## config.mk

```make
export PLATFORM = sky130hd
export DESIGN_NAME = ex_mem_reg
export DESIGN_NICKNAME = d
export VERILOG_FILES = /design/src/rtl/pipe_pkg.sv /design/src/rtl/pipe_field_reg.sv /design/src/rtl/ex_mem_reg.sv
export SDC_FILE = /design/constraint.sdc
export NUM_CORES = 1
export LEC_CHECK = 0
export CORE_AREA = 10 10 285 287
export CTS_CLUSTER_DIAMETER = 150
export CTS_CLUSTER_SIZE = 25
export DETAILED_ROUTE_END_ITERATION = 7
export DIE_AREA = 0 0 295 297
export PLACE_DENSITY = 0.45
export SYNTH_ARGS = -nofsm -noshare
export SYNTH_HDL_FRONTEND = slang
export SYNTH_SLANG_ARGS = --single-unit
```

## constraint.sdc

```tcl
create_clock -name clk -period 3.45 [get_ports clk]
set_clock_uncertainty 0.1 [all_clocks]
set_input_delay 1.035 -clock clk [delete_from_list [all_inputs] [get_ports clk]]
set_output_delay 1.035 -clock clk [all_outputs]
set_load 0.01 [all_outputs]
```

## src/rtl/pipe_pkg.sv

```systemverilog
// Shared definitions for the EX/MEM pipeline register.
// Provides the datapath widths, the reset PC defaults, the load-extension
// encodings, the packed field-group bundles with their NOP values, and a
// helper that summarises the exception flags of a side-effect bundle.
package pipe_pkg;

  localparam int XLEN   = 32;
  localparam int HILO_W = 64;
  localparam int WDS_W  = 4;
  localparam int WEN_W  = 4;
  localparam int DST_W  = 5;
  localparam int EXT_W  = 3;

  localparam logic [XLEN-1:0] RESET_PC_DEF  = 32'hBFC0_0000;
  localparam logic [XLEN-1:0] RESET_PC4_DEF = 32'hBFC0_0004;

  // Load extension operations carried to the MEM stage.
  typedef enum logic [EXT_W-1:0] {
    EXT_LB  = 3'b000,
    EXT_LBU = 3'b001,
    EXT_LH  = 3'b010,
    EXT_LHU = 3'b011,
    EXT_LW  = 3'b100
  } ext_op_e;

  // Fields that only carry data; they load even for an invalid slot.
  typedef struct packed {
    logic [XLEN-1:0]   inst;
    logic [XLEN-1:0]   wdata;
    logic [XLEN-1:0]   rd1;
    logic [XLEN-1:0]   rd2;
    logic [XLEN-1:0]   alu_a;
    logic [XLEN-1:0]   alu_s;
    logic [XLEN-1:0]   alu_c;
    logic [HILO_W-1:0] hilo;
    logic [EXT_W-1:0]  ext_op;
    logic [WDS_W-1:0]  wds;
  } dp_t;

  // Fields that change architectural state or raise exceptions; these are
  // zeroed whenever the slot does not hold a real instruction.
  typedef struct packed {
    logic [WEN_W-1:0] wen;
    logic [1:0]       write_hilo;
    logic             write_reg;
    logic             write_cp0reg;
    logic [DST_W-1:0] write_dst;
    logic             trap;
    logic             if_addr_fault;
    logic             ri_fault;
    logic             soft_int;
    logic             overflow;
    logic             delay_slot;
  } side_t;

  localparam dp_t   DP_NOP   = '0;
  localparam side_t SIDE_NOP = '0;

  // Any exception flag raised in the bundle (delay_slot is status only).
  function automatic logic exc_summary(input side_t s);
    return s.trap | s.if_addr_fault | s.ri_fault | s.soft_int | s.overflow;
  endfunction

endpackage

```

## src/rtl/pipe_field_reg.sv

```systemverilog
// Register for one field group of a pipeline register.
// Ports: clk_i/rst_ni clock and async active-low reset, clear_i loads
// RST_VAL, hold_i keeps the current value, otherwise d_i is captured.
// q_o is the registered value. clear_i takes priority over hold_i.
module pipe_field_reg #(
  parameter int             W       = 1,
  parameter logic [W-1:0]   RST_VAL = '0
) (
  input  logic         clk_i,
  input  logic         rst_ni,
  input  logic         hold_i,
  input  logic         clear_i,
  input  logic [W-1:0] d_i,
  output logic [W-1:0] q_o
);

  logic [W-1:0] q_q;

  // Field storage: reset/clear to RST_VAL, hold, or load.
  always_ff @(posedge clk_i or negedge rst_ni) begin
    if (!rst_ni) begin
      q_q <= RST_VAL;
    end else if (clear_i) begin
      q_q <= RST_VAL;
    end else if (hold_i) begin
      q_q <= q_q;
    end else begin
      q_q <= d_i;
    end
  end

  assign q_o = q_q;

endmodule

```

## src/rtl/ex_mem_reg.sv

```systemverilog
// EX/MEM pipeline register of the 5-stage MIPS pipeline.
// Captures the EX result bundle each rising edge and presents it to MEM.
// Controls: flush (kill, load NOP) > stall (hold all) > bubble (load NOP)
// > load. An invalid EX slot loads its datapath fields but has all
// side-effect fields forced to zero. exc_pending summarises the registered
// exception flags of a valid MEM slot.
// Ports: clk, rst_n, stall, bubble, flush, ex_valid, mem_valid, and the
// *_in / *_out pairs of the EX result bundle.
module ex_mem_reg
  import pipe_pkg::*;
#(
  parameter logic [31:0] RESET_PC  = RESET_PC_DEF,
  parameter logic [31:0] RESET_PC4 = RESET_PC4_DEF
) (
  input  logic        clk,
  input  logic        rst_n,
  input  logic        stall,
  input  logic        bubble,
  input  logic        flush,
  input  logic        ex_valid,
  output logic        mem_valid,
  input  logic [31:0] PC_in,
  output logic [31:0] PC_out,
  input  logic [31:0] PC4_in,
  output logic [31:0] PC4_out,
  input  logic [31:0] Inst_in,
  output logic [31:0] Inst_out,
  input  logic [3:0]  data_sram_wen_in,
  output logic [3:0]  data_sram_wen_out,
  input  logic [31:0] data_sram_wdata_in,
  output logic [31:0] data_sram_wdata_out,
  input  logic [31:0] reg_data1_in,
  output logic [31:0] reg_data1_out,
  input  logic [31:0] reg_data2_in,
  output logic [31:0] reg_data2_out,
  input  logic [31:0] alu_a_in,
  output logic [31:0] alu_a_out,
  input  logic [31:0] alu_s_in,
  output logic [31:0] alu_s_out,
  input  logic [31:0] alu_c_in,
  output logic [31:0] alu_c_out,
  input  logic [63:0] hilo_in,
  output logic [63:0] hilo_out,
  input  logic [1:0]  write_hilo_in,
  output logic [1:0]  write_hilo_out,
  input  logic        write_reg_in,
  output logic        write_reg_out,
  input  logic        write_cp0reg_in,
  output logic        write_cp0reg_out,
  input  logic [4:0]  write_dst_in,
  output logic [4:0]  write_dst_out,
  input  logic [2:0]  extOp_in,
  output logic [2:0]  extOp_out,
  input  logic [3:0]  write_data_src_in,
  output logic [3:0]  write_data_src_out,
  input  logic        trap_in,
  output logic        trap_out,
  input  logic        IF_addr_fault_in,
  output logic        IF_addr_fault_out,
  input  logic        ri_fault_in,
  output logic        ri_fault_out,
  input  logic        soft_int_in,
  output logic        soft_int_out,
  input  logic        overflow_in,
  output logic        overflow_out,
  input  logic        delay_slot_in,
  output logic        delay_slot_out,
  output logic        exc_pending
);

  logic  clear_d;
  logic  hold_d;
  dp_t   dp_d;
  dp_t   dp_q;
  side_t side_d;
  side_t side_q;
  logic  valid_q;

  // Priority decode of the per-cycle action; stall beats bubble.
  always_comb begin
    clear_d = 1'b0;
    hold_d  = 1'b0;
    if (flush) begin
      clear_d = 1'b1;
    end else if (stall) begin
      hold_d = 1'b1;
    end else if (bubble) begin
      clear_d = 1'b1;
    end else begin
      clear_d = 1'b0;
      hold_d  = 1'b0;
    end
  end

  // Datapath bundle loads unconditionally.
  always_comb begin
    dp_d        = DP_NOP;
    dp_d.inst   = Inst_in;
    dp_d.wdata  = data_sram_wdata_in;
    dp_d.rd1    = reg_data1_in;
    dp_d.rd2    = reg_data2_in;
    dp_d.alu_a  = alu_a_in;
    dp_d.alu_s  = alu_s_in;
    dp_d.alu_c  = alu_c_in;
    dp_d.hilo   = hilo_in;
    dp_d.ext_op = extOp_in;
    dp_d.wds    = write_data_src_in;
  end

  // Side-effect bundle: zero for an invalid slot; write_dst is zeroed
  // whenever write_reg is, so forwarding never matches a dead write.
  always_comb begin
    side_d = SIDE_NOP;
    if (ex_valid) begin
      side_d.wen           = data_sram_wen_in;
      side_d.write_hilo    = write_hilo_in;
      side_d.write_reg     = write_reg_in;
      side_d.write_cp0reg  = write_cp0reg_in;
      side_d.write_dst     = write_reg_in ? write_dst_in : 5'd0;
      side_d.trap          = trap_in;
      side_d.if_addr_fault = IF_addr_fault_in;
      side_d.ri_fault      = ri_fault_in;
      side_d.soft_int      = soft_int_in;
      side_d.overflow      = overflow_in;
      side_d.delay_slot    = delay_slot_in;
    end else begin
      side_d = SIDE_NOP;
    end
  end

  pipe_field_reg #(.W(32), .RST_VAL(RESET_PC)) u_pc (
    .clk_i(clk), .rst_ni(rst_n), .hold_i(hold_d), .clear_i(clear_d),
    .d_i(PC_in), .q_o(PC_out)
  );

  pipe_field_reg #(.W(32), .RST_VAL(RESET_PC4)) u_pc4 (
    .clk_i(clk), .rst_ni(rst_n), .hold_i(hold_d), .clear_i(clear_d),
    .d_i(PC4_in), .q_o(PC4_out)
  );

  pipe_field_reg #(.W($bits(dp_t)), .RST_VAL(DP_NOP)) u_dp (
    .clk_i(clk), .rst_ni(rst_n), .hold_i(hold_d), .clear_i(clear_d),
    .d_i(dp_d), .q_o(dp_q)
  );

  pipe_field_reg #(.W($bits(side_t)), .RST_VAL(SIDE_NOP)) u_side (
    .clk_i(clk), .rst_ni(rst_n), .hold_i(hold_d), .clear_i(clear_d),
    .d_i(side_d), .q_o(side_q)
  );

  pipe_field_reg #(.W(1), .RST_VAL(1'b0)) u_valid (
    .clk_i(clk), .rst_ni(rst_n), .hold_i(hold_d), .clear_i(clear_d),
    .d_i(ex_valid), .q_o(valid_q)
  );

  assign mem_valid           = valid_q;
  assign Inst_out            = dp_q.inst;
  assign data_sram_wdata_out = dp_q.wdata;
  assign reg_data1_out       = dp_q.rd1;
  assign reg_data2_out       = dp_q.rd2;
  assign alu_a_out           = dp_q.alu_a;
  assign alu_s_out           = dp_q.alu_s;
  assign alu_c_out           = dp_q.alu_c;
  assign hilo_out            = dp_q.hilo;
  assign extOp_out           = dp_q.ext_op;
  assign write_data_src_out  = dp_q.wds;
  assign data_sram_wen_out   = side_q.wen;
  assign write_hilo_out      = side_q.write_hilo;
  assign write_reg_out       = side_q.write_reg;
  assign write_cp0reg_out    = side_q.write_cp0reg;
  assign write_dst_out       = side_q.write_dst;
  assign trap_out            = side_q.trap;
  assign IF_addr_fault_out   = side_q.if_addr_fault;
  assign ri_fault_out        = side_q.ri_fault;
  assign soft_int_out        = side_q.soft_int;
  assign overflow_out        = side_q.overflow;
  assign delay_slot_out      = side_q.delay_slot;

  // Built from registered state only, so no input reaches it this cycle.
  assign exc_pending = valid_q & exc_summary(side_q);

endmodule

```

# Word-level counts from Yosys, hierarchy flattened
# Cells that the tools add are included.
[totals]
reg_bits = 379
word_cells = 28
in_bits = 384
output_inout_bits = 380
[op_classes]
n_mux = 17
bitwise_logic = 5
n_eq_ne = 1
[op_table]
columns = ["op", "count"]
rows = [
  ["$mux 295", 2],
  ["$mux 32", 4],
  ["$mux 19", 3],
  ["$mux 1", 7],
  ["$mux 5", 1],
  ["$or 1x1->1", 4],
  ["$ne 2x2->1 const B", 1],
  ["$and 1x1->1", 1],
]

# Depth between registers and ports, before layout
# Gate-level depths: netlist (run 1).
[depth]
ltp_word = 5
mapped_depth = 5
mapped_depth_nobuf = 2

# Cells and area by module
# A second synthesis (run 1) with hierarchy kept.
[unflattened]
hier_cells = 1246
area_unflattened_um2 = 15696.3
[by_module_without_submodules]
columns = ["module", "cells_per_inst", "n_inst", "seq_area_each_um2", "area_per_inst_um2"]
rows = [
  ["pipe_field_reg (u_dp)", 951, 1, 7382.1, 12010.3],
  ["pipe_field_reg (u_pc4)", 103, 1, 813.3, 1367.6],
  ["pipe_field_reg (u_pc)", 103, 1, 812.0, 1348.8],
  ["pipe_field_reg (u_side)", 61, 1, 475.5, 778.2],
  ["ex_mem_reg", 25, 1, 0.0, 152.6],
  ["pipe_field_reg (u_valid)", 3, 1, 25.0, 38.8],
]

# Worst setup path after synthesis (run 1)
# No wires, ideal clock.
[synth_path]
kind = "register -> output"
start = "register u_side.q_q[5] (netlist: u_side.q_o[5])"
end = "output exc_pending"
path_stages_with_launch = 3
t_required_ps = 2315
t_arrival_ps = 1119
setup_slack_ps = 1196
path_buffers = 0
cell_sequence = "dfrtp_1 -> or4_1 -> o21a_1"
[synth_via]
elab_chain_len = 5
[synth_rtl]
columns = ["element", "line_no", "rtl"]
rows = [
  ["from (decl)", "pipe_field_reg.sv:17", "logic [W-1:0] q_q;"],
  ["from (signal assigned)", "pipe_field_reg.sv:26", "q_q <= q_q;"],
  ["from (signal assigned)", "pipe_field_reg.sv:28", "q_q <= d_i;"],
  ["$or 1x1->1 (4 in a row)", "pipe_pkg.sv:61", "return s.trap | s.if_addr_fault | s.ri_fault | s.soft_int | s.overflow;"],
  ["$and 1x1->1", "ex_mem_reg.sv:180", "assign exc_pending = valid_q & exc_summary(side_q);"],
  ["to (decl)", "ex_mem_reg.sv:68", "output logic exc_pending"],
]
# No other way between the ends.

# Worst setup path after layout (run 1)
# Ends and elaborated chain as after synthesis.

==> impl_metrics.yaml, run 1 <==
outcome:
  status: "complete, no violations"
sta:
  fmax_ghz: 0.3022
  slew_viol_final: 0
  worst_slew_pin_slew_ns: 0.8219
  finalCritPeriodShare_pct: 95.91
  finalHoldViolations: 0
  rsz0062_at_grt: "no"
  maxSlewHeadroom_pct: 45.21
  finalCriticalPeriod_ns: 3.309
  finalSetupViolations: 0
  setup_tns_ns: 0
routing:
  top_layer: "met5"
  wl_met3_um: 6955
  vias: 10770
  first_pass_iters: 4
  antenna_left: 0
  dr_wl_met2_um: 31050
  routed_wl_um: 60960
  post-route-drc-count: 0
  vias_per_cell: 4.176
  first_iter_violations: 516
  route.detailed.wl_per_inst_um: 23.63
  met1_length_um: 22030
die:
  row_count: 101
  die_h_um: 297
  die_area_mm2: 0.08762
  floorplan.initialDensity_pct: 17.78
  io_pins: 764
  fp.dieW_um: 295
  fp.coreArea_mm2: 0.07544
synth:
  avgSynthCellArea_um2: 15.78
  synth_nets: 1234
  yosysSeqAreaShare_pct: 70.87
  yosys_warnings: 0
  ys_ff_latch: 379
  synthCells: 850
  syn-cell-area_mm2: 0.01342
  synth.distinct_cells: 18
cts:
  cts_tree: "done"
  clock-sinks: 379
  post_cts_buffers: 0
  clockBufferDepth: 3
  clk_pin_slew_ns: 0.10
  ctsHoldBuffers: 0
  htree_num_levels: 1
  cts_resized: 0
  cts_buffers: 19
  clk_latency_ns: 0.56
  ctsRootBufferMaster: "clkbuf_16"
setup_path:
  cp-endpoint: "exc_pending"
  worstRegToRegCells: 1
  cp-startpoint: "u_side.q_o[5]"
  worst-r2r-setup-slack_ns: 2.52
  cp_data_arrival_time_ns: 2.17
  path_class: "reg2out"
  r2r-start: "u_dp.q_o[273]"
  cp-start-kind: "flop"
  rr_endpoint: "u_dp.q_o[273]"
  worstPathRequired_ns: 2.31
  endpoint_kind: "primary output"
  path_max_fanout: 3
grt:
  grt_pass1_wl_um: 87720
  grt_max_degree: 68
  grt_usage_pct: 13.15
  grt_pass1_vias: 11840
  antenna_found_initial: 7
  overflow: 0
place:
  place_hpwl_um: 47350
  numPortBuffers: 763
  place_congestion: 0.7705
  placed_cell_area_mm2: 0.02230
hold_path:
  hold_class: "in2async"
pwr:
  power_leakage_nw: 9.799
  p_per_area_mw_per_mm2: 379.7
  ir_drop_v: 0.0002215
final_layout:
  fill_cells: 7631
  drive_above_1_share_pct: 5.493
  n_antenna_cell: 0
  syn2layout_area_growth_pct: 70.22
  nets: 1978
  stdcell_area_mm2: 0.02284
run:
  maxCapViolations: 0
[state kept, by name, summed over array words and instances (netlist names)]
signal / cells
u_pc.q_o: 32
u_dp.q_o: 295
u_valid.q_o: 1
u_side.q_o: 19
u_pc4.q_o: 32
[layout make-up]
| cell class | count | area (µm²) | share of cell area, % |
|---|---|---|---|
| clock buffer | 27 | 505.5 | 2.213 |
| clock inverter | 2 | 28.78 | 0.1260 |
| multi-input combinational | 387 | 3412 | 14.94 |
| sequential | 379 | 9508 | 41.63 |
| tap | 978 | 1224 | 5.358 |
| timing repair buffer | 807 | 8160 | 35.73 |
[logic make-up after synthesis]
group           Yosys count  synth area share, %
compound gates          380                24.83
flops                   379                70.87
buf+inv                  84                3.870
simple gates              7               0.4291
[per-layer routing]
layer	GRT usage, %	vias up
met2	23.71	473
met1	14.02	5478
met5	0	-
li1	-	4764
met4	2.218	10
met3	5.953	49
[power breakdown]
| group | internal [mW] | switching (mW) | total [mW] |
|---|---|---|---|
| clock | 1.05 | 1.54 | 2.60 |
| sequential | 4.61 | 0.100 | 4.71 |
| combinational | 0.816 | 0.551 | 1.37 |
[cell usage in the layout, fill, tap and decap left out, drive strengths merged]
| master | Yosys | routed |
|---|---|---|
| a32o | 5 | 5 |
| a22o | 354 | 354 |
| dfrtp | 360 | 360 |
| or4 | 1 | 1 |
| dfstp | 19 | 19 |
| nor3 | 1 | 1 |
| inv | 0 | 2 |
| and2 | 1 | 1 |
| nor4b | 1 | 1 |
| clkbuf | 0 | 27 |
| or3 | 1 | 1 |
| clkdlybuf4s50 | 0 | 762 |
| a21o | 1 | 1 |
| nand2b | 1 | 1 |
| o21a | 1 | 1 |
| nor2b | 1 | 1 |
| o22a | 19 | 19 |
| buf | 84 | 45 |
[Yosys cell counts]
library cell  count  share of area (%)
dfrtp_1         360                 67
a22o_1          354                 23
buf_2            49                1.8
buf_4            30                1.7
dfstp_2          19                3.7
o22a_1           19                1.2
a32o_1            5               0.37
buf_6             4               0.34
a21o_1            1              0.056
and2_1            1              0.047
buf_1             1              0.028
nand2b_1          1              0.047
nor2b_1           1              0.047
nor3_2            1              0.075
nor4b_2           1               0.11
o21a_1            1              0.056
or3_1             1              0.047
or4_1             1              0.056
[critical path, cell delays in order (launching register included)]
cell and delay (ns):
dfrtp_1 0.42, or4_1 0.52, o21a_1 0.17, clkdlybuf4s50_1 0.51
[per-stage QoR]
stage          power (mW)  std cells  hold WS [ns]  util, %  worst slack [ns]
2_1_floorplan       5.132        850        0.4311        -             1.196
3_3_place_gp        6.177       2551        0.3765    29.56            0.4981
3_5_place_dp        6.185       2551        0.3855    29.56            0.4572
4_1_cts             8.838       2580        0.3728    30.27           0.08570
5_1_grt             9.058       2580        0.4048    30.27          0.007457
6_report            8.673       2580        0.3763    30.27            0.1411
[how the worst min path moves through the flow]
stage                     slack, ns             end
after floorplan                0.43  u_side.q_o[10]
after global placement         0.38   u_side.q_o[6]
after detailed placement       0.39   u_side.q_o[8]
after CTS                      0.37   u_dp.q_o[130]
after global routing           0.40   u_dp.q_o[130]
final                          0.38   u_dp.q_o[183]
Power figures use the tool's default switching activity.
==> run 2, diff against run 1 <==
--- a/config.mk
+++ b/config.mk
@@ -5,12 +5,12 @@
 export SDC_FILE = /design/constraint.sdc
 export NUM_CORES = 1
 export LEC_CHECK = 0
-export CORE_AREA = 10 10 285 287
+export CORE_AREA = 4 4 296 298
 export CTS_CLUSTER_DIAMETER = 150
 export CTS_CLUSTER_SIZE = 25
 export DETAILED_ROUTE_END_ITERATION = 7
-export DIE_AREA = 0 0 295 297
-export PLACE_DENSITY = 0.45
+export DIE_AREA = 0 0 300 302
+export PLACE_DENSITY = 0.4
 export SYNTH_ARGS = -nofsm -noshare
 export SYNTH_HDL_FRONTEND = slang
 export SYNTH_SLANG_ARGS = --single-unit
==> constraint.sdc (replaced) <==
create_clock -name clk -period 3.45 [get_ports clk]
set_clock_uncertainty 0.1 [all_clocks]
set_input_delay 0.69 -clock clk [delete_from_list [all_inputs] [get_ports clk]]
set_output_delay 0.69 -clock clk [all_outputs]
set_load 0.01 [all_outputs]
==> run 2 against run 1 <==
  * Global-route usage is 1.3 points lower
  * Critical path depth did not move
  * Clock-buffer cell count decreased by 1
  * Sequential share of layout area shrank 0.27 points
  * Maximum frequency is 7.5% higher
  * Combinational power barely moved
  * Via count fell by 0.97%
  * Wire length decreased by 6.4%
  * Die area up 3.4%
  * Critical endpoint unchanged
==> impl_metrics.yaml, run 2 (same netlist as run 1, synthesis figures left out) <==
grt:
  overflow: 0
  grt_usage_pct: 11.82
  antenna_found_initial: 5
  grt_pass1_vias: 11710
  grt_pass1_wl_um: 82450
  grt_max_degree: 85
pwr:
  power_leakage_nw: 9.734
  ir_drop_v: 0.0002373
  total_power_mw: 8.684
  p_per_area_mw_per_mm2: 377.7
routing:
  first_pass_iters: 4
  post-route-drc-count: 0
  dr_wl_met2_um: 29420
  first_iter_violations: 524
  met1_length_um: 21460
  vias_per_cell: 3.898
  top_layer: "met5"
  wl_met3_um: 4969
  route.detailed.wl_per_inst_um: 20.85
  antenna_left: 0
  routed_wl_um: 57070
  vias: 10670
die:
  io_pins: 764
  die_area_mm2: 0.09060
  row_count: 107
  fp.coreArea_mm2: 0.08488
  die_h_um: 302
  floorplan.initialDensity_pct: 15.81
  fp.dieW_um: 300
cts:
  cts_buffers: 19
  cts_resized: 0
  cts_tree: "done"
  clockBufferDepth: 3
  clk_latency_ns: 0.57
  htree_num_levels: 1
  clock-sinks: 379
  clk_pin_slew_ns: 0.10
  ctsRootBufferMaster: "clkbuf_16"
setup_path:
  path_max_fanout: 3
  worst-r2r-setup-slack_ns: 2.57
  cp_data_arrival_time_ns: 2.29
  path_class: "reg2out"
  worstPathRequired_ns: 2.66
  worstRegToRegCells: 1
  cp-start-kind: "flop"
  endpoint_kind: "primary output"
sta:
  maxSlewHeadroom_pct: 47.90
  finalCritPeriodShare_pct: 89.18
  finalCriticalPeriod_ns: 3.077
  fmax_ghz: 0.3250
  finalSetupViolations: 0
  setup_tns_ns: 0
  worst_slack_ns: 0.3733
  slew_viol_final: 0
  rsz0062_at_grt: "no"
  worst_slew_pin_slew_ns: 0.7815
  finalHoldViolations: 0
final_layout:
  fill_cells: 8770
  stdcell_area_mm2: 0.02299
  largest_reg_flops: 295
  nets: 1964
  post_layout_nonfiller_instances: 2737
  final_common_cell: "clkdlybuf4s50_1"
  final_cell_mix: "clkdlybuf4s50_1, dfrtp_1, a22o_1"
  drive_above_1_share_pct: 4.600
  syn2layout_area_growth_pct: 71.35
run:
  maxCapViolations: 0
place:
  post-place-ws_ns: 0.8033
  place_hpwl_um: 42230
  dp.cells: 2702
  placed_cell_area_mm2: 0.02242
  numPortBuffers: 763
  place_congestion: 0.7785
outcome:
  status: "complete, no violations"
hold_path:
  hold_class: "reg2reg"
  worstHoldPathCells: 1
## run 2: cell types whose count changed in the layout (fill, tap and decap cells not counted), sizes merged
cell | previous run | this run
clkinv | 0 | 1
clkbuf | 27 | 26
inv | 2 | 1
diode | 0 | 6
dlygate4sd3 | 0 | 1
buf | 45 | 30
## run 2: path summary, 6_finish.rpt
| kind | start | end |
|---|---|---|
| min in group asynchronous | rst_n | u_dp.q_o[161] |
| hold / removal | u_side.q_o[8] | u_side.q_o[8] |
| setup / recovery | u_side.q_o[3] | exc_pending |
| hold reg to reg | u_side.q_o[8] | u_side.q_o[8] |
| max in group asynchronous | rst_n | u_pc4.q_o[12] |
| setup reg to reg | u_side.q_o[3] | u_side.q_o[3] |
## run 2: power breakdown
| part | switching, mW | internal, mW | total (mW) |
|---|---|---|---|
| Combinational | 0.545 | 0.810 | 1.36 |
| Clock | 1.57 | 1.05 | 2.62 |
| Sequential | 0.0969 | 4.61 | 4.71 |
| Total | 2.22 | 6.47 | 8.68 |
## run 2: per-stage QoR
step / hold slack, ns / utilization [%]
floorplan: 0.2944 / -
global placement: 0.3758 / 26.42
detailed placement: 0.3884 / 26.42
CTS: 0.4150 / 27.07
global route: 0.4266 / 27.07
finish: 0.4083 / 27.09
## run 2: metal layers
metal	GRT usage [%]	vias up
met5	0	-
met4	2.616	2
met3	4.292	46
met2	21.32	426
met1	13.40	5450
li1	-	4745
## run 2: cell type report
type,instances,area (µm²),area share (%)
Clock inverter,2,38.79,0.1687
Clock buffer,26,501.7,2.182
Tap cell,1144,1431,6.226
Timing Repair Buffer,793,8083,35.16
Sequential cell,379,9508,41.36
Multi-Input combinational cell,387,3412,14.84
Antenna cell,6,15.01,0.06531
## run 2: repair_timing
action	CTS	global route
endpoints found under the hold margin	43	0
hold buffers	1	0
setup endpoints to repair	0	0
buffers inserted	0	0
## run 2: worst max-delay path, stage by stage (launching register included)
cell and delay (ns):
dfrtp_1 0.46, or4_1 0.55, o21a_1 0.18, clkdlybuf4s50_1 0.53
